--- src/rtl/noc_rank_pkg.sv ---
// Shared definitions for the Data_Register / Data_Ranking path.
// Holds default port/lane geometry, slot state encoding and lane index helpers.
package noc_rank_pkg;

  localparam int NUM_PORTS = 4;
  localparam int DATA_W    = 8;
  localparam int AGE_W     = 8;

  // Largest representable age; counters stop here instead of wrapping.
  localparam logic [AGE_W-1:0] AGE_MAX = {AGE_W{1'b1}};

  // Per-slot occupancy state.
  typedef enum logic {
    SLOT_EMPTY = 1'b0,
    SLOT_HELD  = 1'b1
  } slot_state_e;

  // Packed-bus geometry shared with Data_Ranking.
  localparam int DATA_BUS_W = NUM_PORTS * DATA_W;
  localparam int AGE_BUS_W  = NUM_PORTS * AGE_W;

  // Low bit of lane 'lane' in a packed bus of 'width'-bit lanes.
  function automatic int lane_lo(input int lane, input int width);
    return lane * width;
  endfunction

endpackage

--- src/rtl/data_age_register_age_slot.sv ---
// age_slot: one holding slot of data_age_register.
// Keeps a flit plus a saturating age counter; data and age read zero while empty.
module age_slot
  import noc_rank_pkg::*;
#(
  parameter int DATA_W = noc_rank_pkg::DATA_W,
  parameter int AGE_W  = noc_rank_pkg::AGE_W
) (
  input  logic              clk,
  input  logic              reset,
  input  logic              wr_en,
  input  logic              rel,
  input  logic [DATA_W-1:0] wr_data,
  output logic              held,
  output logic              held_next,
  output logic [AGE_W-1:0]  age,
  output logic [DATA_W-1:0] data
);

  localparam logic [AGE_W-1:0] AGE_SAT = {AGE_W{1'b1}};

  slot_state_e       state_reg, state_next;
  logic [DATA_W-1:0] data_reg, data_next;
  logic [AGE_W-1:0]  age_reg, age_next;

  // State, data and age registers; reset discards any held flit.
  always_ff @(posedge clk) begin
    if (reset) begin
      state_reg <= SLOT_EMPTY;
      data_reg  <= '0;
      age_reg   <= '0;
    end else begin
      state_reg <= state_next;
      data_reg  <= data_next;
      age_reg   <= age_next;
    end
  end

  // Next state: a write always wins (load or reload), a bare release empties, otherwise age.
  always_comb begin
    state_next = state_reg;
    data_next  = data_reg;
    age_next   = age_reg;
    case (state_reg)
      SLOT_EMPTY: begin
        if (wr_en) begin
          state_next = SLOT_HELD;
          data_next  = wr_data;
          age_next   = '0;
        end
      end
      SLOT_HELD: begin
        if (wr_en) begin
          data_next = wr_data;
          age_next  = '0;
        end else if (rel) begin
          state_next = SLOT_EMPTY;
          data_next  = '0;
          age_next   = '0;
        end else if (age_reg != AGE_SAT) begin
          age_next = age_reg + 1'b1;
        end
      end
      default: begin
        state_next = SLOT_EMPTY;
        data_next  = '0;
        age_next   = '0;
      end
    endcase
  end

  // Outputs come straight from registers; held_next feeds the occupancy count.
  always_comb begin
    held      = (state_reg == SLOT_HELD);
    held_next = (state_next == SLOT_HELD);
    age       = age_reg;
    data      = data_reg;
  end

endmodule

--- src/rtl/data_age_register.sv ---
// data_age_register: per-port holding register in front of Data_Ranking.
// Packs slot valid/age/data buses, generates in_ready and a registered occupancy.
// Optional starvation alarm is built only when DATA_AGE_STARVE_EN is defined.
module data_age_register
  import noc_rank_pkg::*;
#(
  parameter int NUM_PORTS     = noc_rank_pkg::NUM_PORTS,
  parameter int DATA_W        = noc_rank_pkg::DATA_W,
  parameter int AGE_W         = noc_rank_pkg::AGE_W,
  parameter int STARVE_THRESH = 200
) (
  input  logic                          clk,
  input  logic                          reset,
  input  logic [NUM_PORTS-1:0]          in_valid,
  input  logic [NUM_PORTS*DATA_W-1:0]   in_data,
  output logic [NUM_PORTS-1:0]          in_ready,
  input  logic [NUM_PORTS-1:0]          rel_mask,
  output logic [NUM_PORTS-1:0]          input_valid,
  output logic [NUM_PORTS*AGE_W-1:0]    age_of_data,
  output logic [NUM_PORTS*DATA_W-1:0]   input_data,
  output logic [$clog2(NUM_PORTS+1)-1:0] occupancy
`ifdef DATA_AGE_STARVE_EN
  ,
  output logic                          starve_alarm
`endif
);

  localparam int OCC_W = $clog2(NUM_PORTS + 1);

  logic [NUM_PORTS-1:0] wr_en;
  logic [NUM_PORTS-1:0] held_next;
  logic [OCC_W-1:0]     occ_reg, occ_next;

  // A slot accepts when empty or when it is being freed this same cycle.
  always_comb begin
    in_ready = ~input_valid | rel_mask;
    wr_en    = in_valid & in_ready;
  end

  genvar gi;
  generate
    for (gi = 0; gi < NUM_PORTS; gi++) begin : g_slot
      localparam int DLO = lane_lo(gi, DATA_W);
      localparam int ALO = lane_lo(gi, AGE_W);

      age_slot #(
        .DATA_W (DATA_W),
        .AGE_W  (AGE_W)
      ) u_slot (
        .clk       (clk),
        .reset     (reset),
        .wr_en     (wr_en[gi]),
        .rel       (rel_mask[gi]),
        .wr_data   (in_data[DLO +: DATA_W]),
        .held      (input_valid[gi]),
        .held_next (held_next[gi]),
        .age       (age_of_data[ALO +: AGE_W]),
        .data      (input_data[DLO +: DATA_W])
      );
    end
  endgenerate

  // Popcount of the slots that will be held after this edge.
  always_comb begin
    occ_next = '0;
    for (int i = 0; i < NUM_PORTS; i++) begin
      occ_next = occ_next + OCC_W'(held_next[i]);
    end
  end

  // Occupancy is registered alongside the slot valid bits.
  always_ff @(posedge clk) begin
    if (reset) begin
      occ_reg <= '0;
    end else begin
      occ_reg <= occ_next;
    end
  end

  assign occupancy = occ_reg;

`ifdef DATA_AGE_STARVE_EN
  logic [NUM_PORTS-1:0] starve_hit;
  logic                 starve_reg;

  generate
    for (gi = 0; gi < NUM_PORTS; gi++) begin : g_starve
      assign starve_hit[gi] = input_valid[gi] &
                              (age_of_data[lane_lo(gi, AGE_W) +: AGE_W] >= AGE_W'(STARVE_THRESH));
    end
  endgenerate

  // Alarm lags the registered ages by one cycle.
  always_ff @(posedge clk) begin
    if (reset) begin
      starve_reg <= 1'b0;
    end else begin
      starve_reg <= |starve_hit;
    end
  end

  assign starve_alarm = starve_reg;
`endif

endmodule
--- config.mk ---
export PLATFORM = sky130hd
export DESIGN_NAME = data_age_register
export DESIGN_NICKNAME = d
export VERILOG_FILES = /design/src/rtl/noc_rank_pkg.sv /design/src/rtl/data_age_register_age_slot.sv /design/src/rtl/data_age_register.sv
export SDC_FILE = /design/constraint.sdc
export NUM_CORES = 1
export LEC_CHECK = 0
export ABC_AREA = 1
export CAP_MARGIN = 20
export CORE_UTILIZATION = 48
export CTS_CLUSTER_SIZE = 20
export DETAILED_ROUTE_END_ITERATION = 8
export PLACE_DENSITY = 0.85
export SLEW_MARGIN = 20
export SYNTH_ARGS = -nofsm -noshare
export SYNTH_HDL_FRONTEND = slang
export SYNTH_SLANG_ARGS = --single-unit
--- constraint.sdc ---
create_clock -name clk -period 3.8 [get_ports clk]
set_input_delay 0.76 -clock clk [delete_from_list [all_inputs] [get_ports clk]]
set_output_delay 0.76 -clock clk [all_outputs]
set_load 0.02 [all_outputs]
Word level (Yosys, flattened, before mapping)
Index checks and enable logic that the tools add are counted.
{"block": "op_classes", "order_cmp": 0, "reduce_logical": 8, "n_shift": 0, "multipliers": 0, "n_addsub": 7, "mux": 52, "n_eq_ne": 16, "bitwise": 7, "n_div": 0}
{"op": "8-bit 2-to-1 mux", "count": 28}
{"op": "8-bit case mux with 2 select lines", "count": 8}
{"op": "8-bit by 1-bit adder with 8-bit output, second input constant", "count": 4}
{"op": "8-bit != test, second input constant", "count": 4}
{"op": "4-bit != test, second input constant", "count": 4}
{"op": "2-bit AND reduction", "count": 8}
{"op": "1-bit 2-to-1 mux", "count": 12}
{"op": "3-bit != test, second input constant", "count": 4}
{"op": "2-bit != test, second input constant", "count": 4}
{"op": "1-bit case mux with 2 select lines", "count": 4}
{"op": "4-bit AND", "count": 1}
{"op": "1-bit inverter", "count": 4}
{"op": "4-bit inverter", "count": 1}
{"op": "4-bit OR", "count": 1}
{"op": "2-bit by 1-bit adder with 3-bit output", "count": 1}
{"op": "3-bit by 1-bit adder with 3-bit output", "count": 1}
{"op": "1-bit by 1-bit adder with 2-bit output", "count": 1}
{"block": "word_totals", "mem_bits_ro": 0, "ram_bits": 0, "input_bits": 42, "memories": 0, "ff_bits": 71, "latch_bits": 0, "wordCells": 103}

Depth between registers and ports, before layout
{"block": "depth", "word_depth": 8, "mapped_depth": 10, "depth_no_buf": 10}

Hierarchy
A second synthesis with hierarchy kept.
{"block": "hier_totals", "hier_cells": 505, "hier_area_um2": 3644.7}
{"mod": "age_slot", "area_per_inst_um2": 854.6, "cells_each": 118, "n_inst": 4, "seq_area_each_um2": 340.3}
{"mod": "data_age_register", "area_per_inst_um2": 226.5, "cells_each": 33, "n_inst": 1, "seq_area_each_um2": 60.1}

Worst setup path before layout
OpenSTA, ideal clock, no wires.
{"block": "synth_path", "path_type": "input port to flip-flop", "start": "in rel_mask[0]", "end": "reg occ_reg[1], in the netlist occupancy[1]", "path_slack_ns": 1.594, "path_buffers": 0, "path_stages": 8, "required_ns": 3.687, "arrival_ns": 2.092, "setup_time_ns": 0.113, "path_cell_list": "inv_1 -> nand2_2 -> nand2_1 -> fa_1 -> ha_1 -> ha_1 -> inv_1 -> nor2_1"}
{"block": "synth_between", "elab_chain_len": 7}
{"item": "start: declaration", "line_no": "data_age_register.sv:17", "source": "input logic [NUM_PORTS-1:0] rel_mask,"}
{"item": "4-bit OR (*)", "line_no": "data_age_register.sv:36", "source": "in_ready = ~input_valid | rel_mask;"}
{"item": "net in_ready[0]", "line_no": "data_age_register.sv:16", "source": "output logic [NUM_PORTS-1:0] in_ready,"}
{"item": "4-bit AND (*)", "line_no": "data_age_register.sv:37", "source": "wr_en = in_valid & in_ready;"}
{"item": "1-bit 2-to-1 mux (on tied branches)", "line_no": "data_age_register_age_slot.sv:53, data_age_register_age_slot.sv:46"}
{"item": "1-bit case mux with 2 select lines (*)", "line_no": "data_age_register_age_slot.sv:44", "source": "case (state_reg)"}
{"item": "net g_slot[0].u_slot.held_next", "line_no": "data_age_register_age_slot.sv:15", "source": "output logic held_next,"}
{"item": "1-bit by 1-bit adder with 2-bit output (*)", "line_no": "data_age_register.sv:67", "source": "occ_next = occ_next + OCC_W'(held_next[i]);"}
{"item": "2-bit by 1-bit adder with 3-bit output (*)", "line_no": "data_age_register.sv:67"}
{"item": "3-bit by 1-bit adder with 3-bit output (*)", "line_no": "data_age_register.sv:67"}
{"item": "net occ_next[1]", "line_no": "data_age_register.sv:32", "source": "logic [OCC_W-1:0] occ_reg, occ_next;"}
{"item": "end signal: assignment", "line_no": "data_age_register.sv:76", "source": "occ_reg <= occ_next;"}
{"item": "end: declaration", "line_no": "data_age_register.sv:32"}
The timed path passes the listed nets; every way through them passes the cells marked *.
A chain may end at the register's enable or synchronous reset.

Final worst setup path
{"block": "layout_path", "start": "in rel_mask[0]", "end": "out in_ready[0]"}
{"block": "layout_between", "elab_chain_len": 1}
{"item": "4-bit OR", "line_no": "data_age_register.sv:36"}
{"item": "end: declaration", "line_no": "data_age_register.sv:16"}
Every way passes these cells.

==> impl_metrics.tcl <==
set metrics [dict create \
    dieArea_um2 7170 \
    critPathKind "in2out" \
    syn_inst 430 \
    p_switching_w 0.000437 \
    cts.path.max_buffers 2 \
    syn_area_per_cell_um2 7.64 \
    fin_skew_ns 0.00673 \
    combPwrFrac 0.173 \
    antenna_found_initial 0 \
    drt_wl_total_um 7490 \
    syn-cell-area_um2 3280 \
    grt_pass1_wl_um 13000 \
    ir_worst_vdd_v 0.000188 \
    cts_hold_buf 0 \
    grt_max_degree 14 \
    yosysWarnings 0 \
    hold_viol 0 \
    synth_edf_count 0 \
    required_ns 3.04 \
    seq_area_um2 1420 \
    max_slew_margin 0.655 \
    synth_top_family_by_area "simple AND/OR/NAND/NOR gates" \
    ys_async_sr_fraction 0 \
    violations "design-rule violations" \
    synthAdderAreaFrac 0.0290 \
    final_cell_mix "clkdlybuf4s50_1, nand2_1, inv_1" \
    grt_pass1_vias 2850 \
    critPathMaxStageDelay_ns 0.66 \
    synth_flop_cell "dfxtp_1" \
    die_w_um 84.7 \
    synthesis.nets 479 \
    clkPwrFrac 0.322 \
    p_seq_frac 0.505 \
    fill_cells 523 \
    timing.critical_path.to_type "output port" \
    area_growth_pct 41.3 \
    yosys_register_bits 71 \
    core_area_um2 6460 \
    worstSetupStartpointType "input port" \
    drt-initial-drc-count 107 \
    drc_errors 8 \
    final.min_clock_period_ns 2.86 \
    slew_viol_final 0 \
    synth.distinct_cells 33 \
    clock-sinks 71 \
    cts-root-buf "clkbuf_8" \
    final_common_cell "clkdlybuf4s50_1" \
    wire_per_inst_um 11.8 \
    internal_power_w 0.00114 \
    place.gp.congestion 0.800 \
    multiInputGateArea_um2 1480 \
    dpl.hpwl_um 5610 \
    finalNetCount 599 \
    insertion_delay_ns 0.34 \
    p_per_area_nw_per_um2 341 \
    cts_resized 0 \
    synth_simple_gate_area_frac 0.275 \
    setup_viol 0 \
    cts_tree "done" \
    critPathSlowestCell "clkdlybuf4s50_1" \
    grt_setup_unrepaired "false" \
    max_slew.worst_pin.slew_ns 0.517 \
    drtPass1Iterations 6 \
    synth_compound_area_frac 0.147 \
    n_antenna_cell 0 \
    max_cap_viol_count 0 \
    critPathMaxFanout 8 \
    fmax_ghz 0.350 \
    hold_path.class "reg2reg" \
    htreeDepth 3 \
    synth_xor_area_frac 0 \
    ant_nets 0 \
    crit_top_cell "clkdlybuf4s50_1" \
    cts_setup_buffers 0 \
    clkTransAtPathRegs_ns 0.07 \
    cpLargestDelayFamily "buffers and inverters" \
    cp_cell_sequence "clkdlybuf4s50_1 > inv_1 > nand2_2 > clkdlybuf4s50_1" \
    start_util 0.508 \
    num_rows 29 \
    ys_seq_area_frac 0.433 \
    status "finished, violations left" \
    numCtsBuffers 9 \
    worst-path-buf-inv 3 \
    leakage_nw 1.97 \
    die_h_um 84.7 \
    grt_overflow 0 \
    synth_mux_area_frac 0 \
    period_share 0.751 \
    switching_share 0.277 \
    ios 117 \
    io_buffers 116 \
    track_usage 0.223 \
    routed_via_density 4.74 \
    drive_gt1_frac 0.105 \
    vias 2998 \
    whs_ns 0.461 \
    setup-tns-final_ns 0 \
    arrival_ns 2.10 \
]
[kinds of logic (layout without fill, tap and decap cells)]
kind of cell,after synthesis,in the layout
buffers and inverters,91,216
AND/OR/NAND/NOR,184,184
AO/OA/AOI/OAI,77,77
adder cells (fa/ha/maj),7,7
flip-flops,71,71
[synthesized netlist by cell type (2+ instances only)]
master | instances | area [µm²]
o21bai_1 | 8 | 60.1
o21ai_1 | 4 | 20.0
nand4_1 | 2 | 12.5
ha_1 | 6 | 75.1
nand2_4 | 4 | 45.0
a31oi_1 | 4 | 25.0
or2_1 | 3 | 18.8
buf_6 | 2 | 22.5
nand2_1 | 83 | 312
a21oi_1 | 11 | 55.1
nor2_2 | 3 | 18.8
nand3_2 | 5 | 50.1
a22o_1 | 8 | 70.1
buf_4 | 6 | 45.0
nor2_1 | 48 | 180
inv_2 | 10 | 37.5
dfxtp_1 | 71 | 1420
o21ai_0 | 34 | 170
a21oi_2 | 4 | 35.0
nand3_1 | 19 | 95.1
nand2_2 | 6 | 37.5
a21oi_4 | 2 | 32.5
nor2_4 | 5 | 56.3
inv_1 | 73 | 274
[power groups by stage]
stage	Sequential, W	Clock [W]	Combinational [W]
floorplan	0.000851	0	0.000106
global placement	0.000815	0	0.000269
detailed placement	0.000815	0	0.000275
CTS	0.000799	0.000523	0.000276
global route	0.000804	0.000553	0.000298
finish	0.000799	0.000508	0.000273
[per-layer routing]
metal | share of wire | track usage | up-vias
met5 | 0 | 0 | -
met4 | 0.016 | 0.0924 | 0
met3 | 0.062 | 0.0511 | 9
li1 | - | - | 1585
met2 | 0.46 | 0.359 | 79
met1 | 0.46 | 0.288 | 1325
[path summary, 6_finish.rpt]
path                                                 to  cells past startpoint                             startpoint  slack, ns
hold reg to reg   g_slot[3].u_slot.data[3]$_SDFFE_PP0P_                      2  g_slot[3].u_slot.data[3]$_SDFFE_PP0P_       0.46
setup / recovery                            in_ready[0]                      4                            rel_mask[0]       0.94
setup reg to reg                occupancy[1]$_SDFF_PP0_                      7       g_slot[0].u_slot.held$_SDFF_PP0_       2.01
hold / removal    g_slot[3].u_slot.data[3]$_SDFFE_PP0P_                      2  g_slot[3].u_slot.data[3]$_SDFFE_PP0P_       0.46
[worst min-delay path: cells and delay by family (launching register included)]
family             cells  cell delay, ns
DFF                    1            0.33
AOI/OAI and AO/OA      1            0.05
and+or+nand+nor        1            0.05
[metrics by stage]
step | util | std cells | power, W | instance area, µm² | worst slack [ns]
detailed placement | 0.694 | 616 | 0.00109 | 4480 | 0.963
global route | 0.718 | 632 | 0.00166 | 4640 | 0.910
CTS | 0.718 | 632 | 0.00160 | 4640 | 0.948
finish | 0.718 | 632 | 0.00158 | 4640 | 0.945
global placement | 0.694 | 616 | 0.00108 | 4480 | 0.921
floorplan | - | 430 | 0.000957 | 3280 | 1.59
[final cells by class]
type	instances	area share
Clock buffer	12	0.0291
Clock inverter	4	0.00486
Inverter	83	0.0672
Multi-Input combinational cell	268	0.320
Sequential cell	71	0.306
Tap cell	77	0.0208
Timing Repair Buffer	117	0.252
Power figures use the tool's default switching activity.
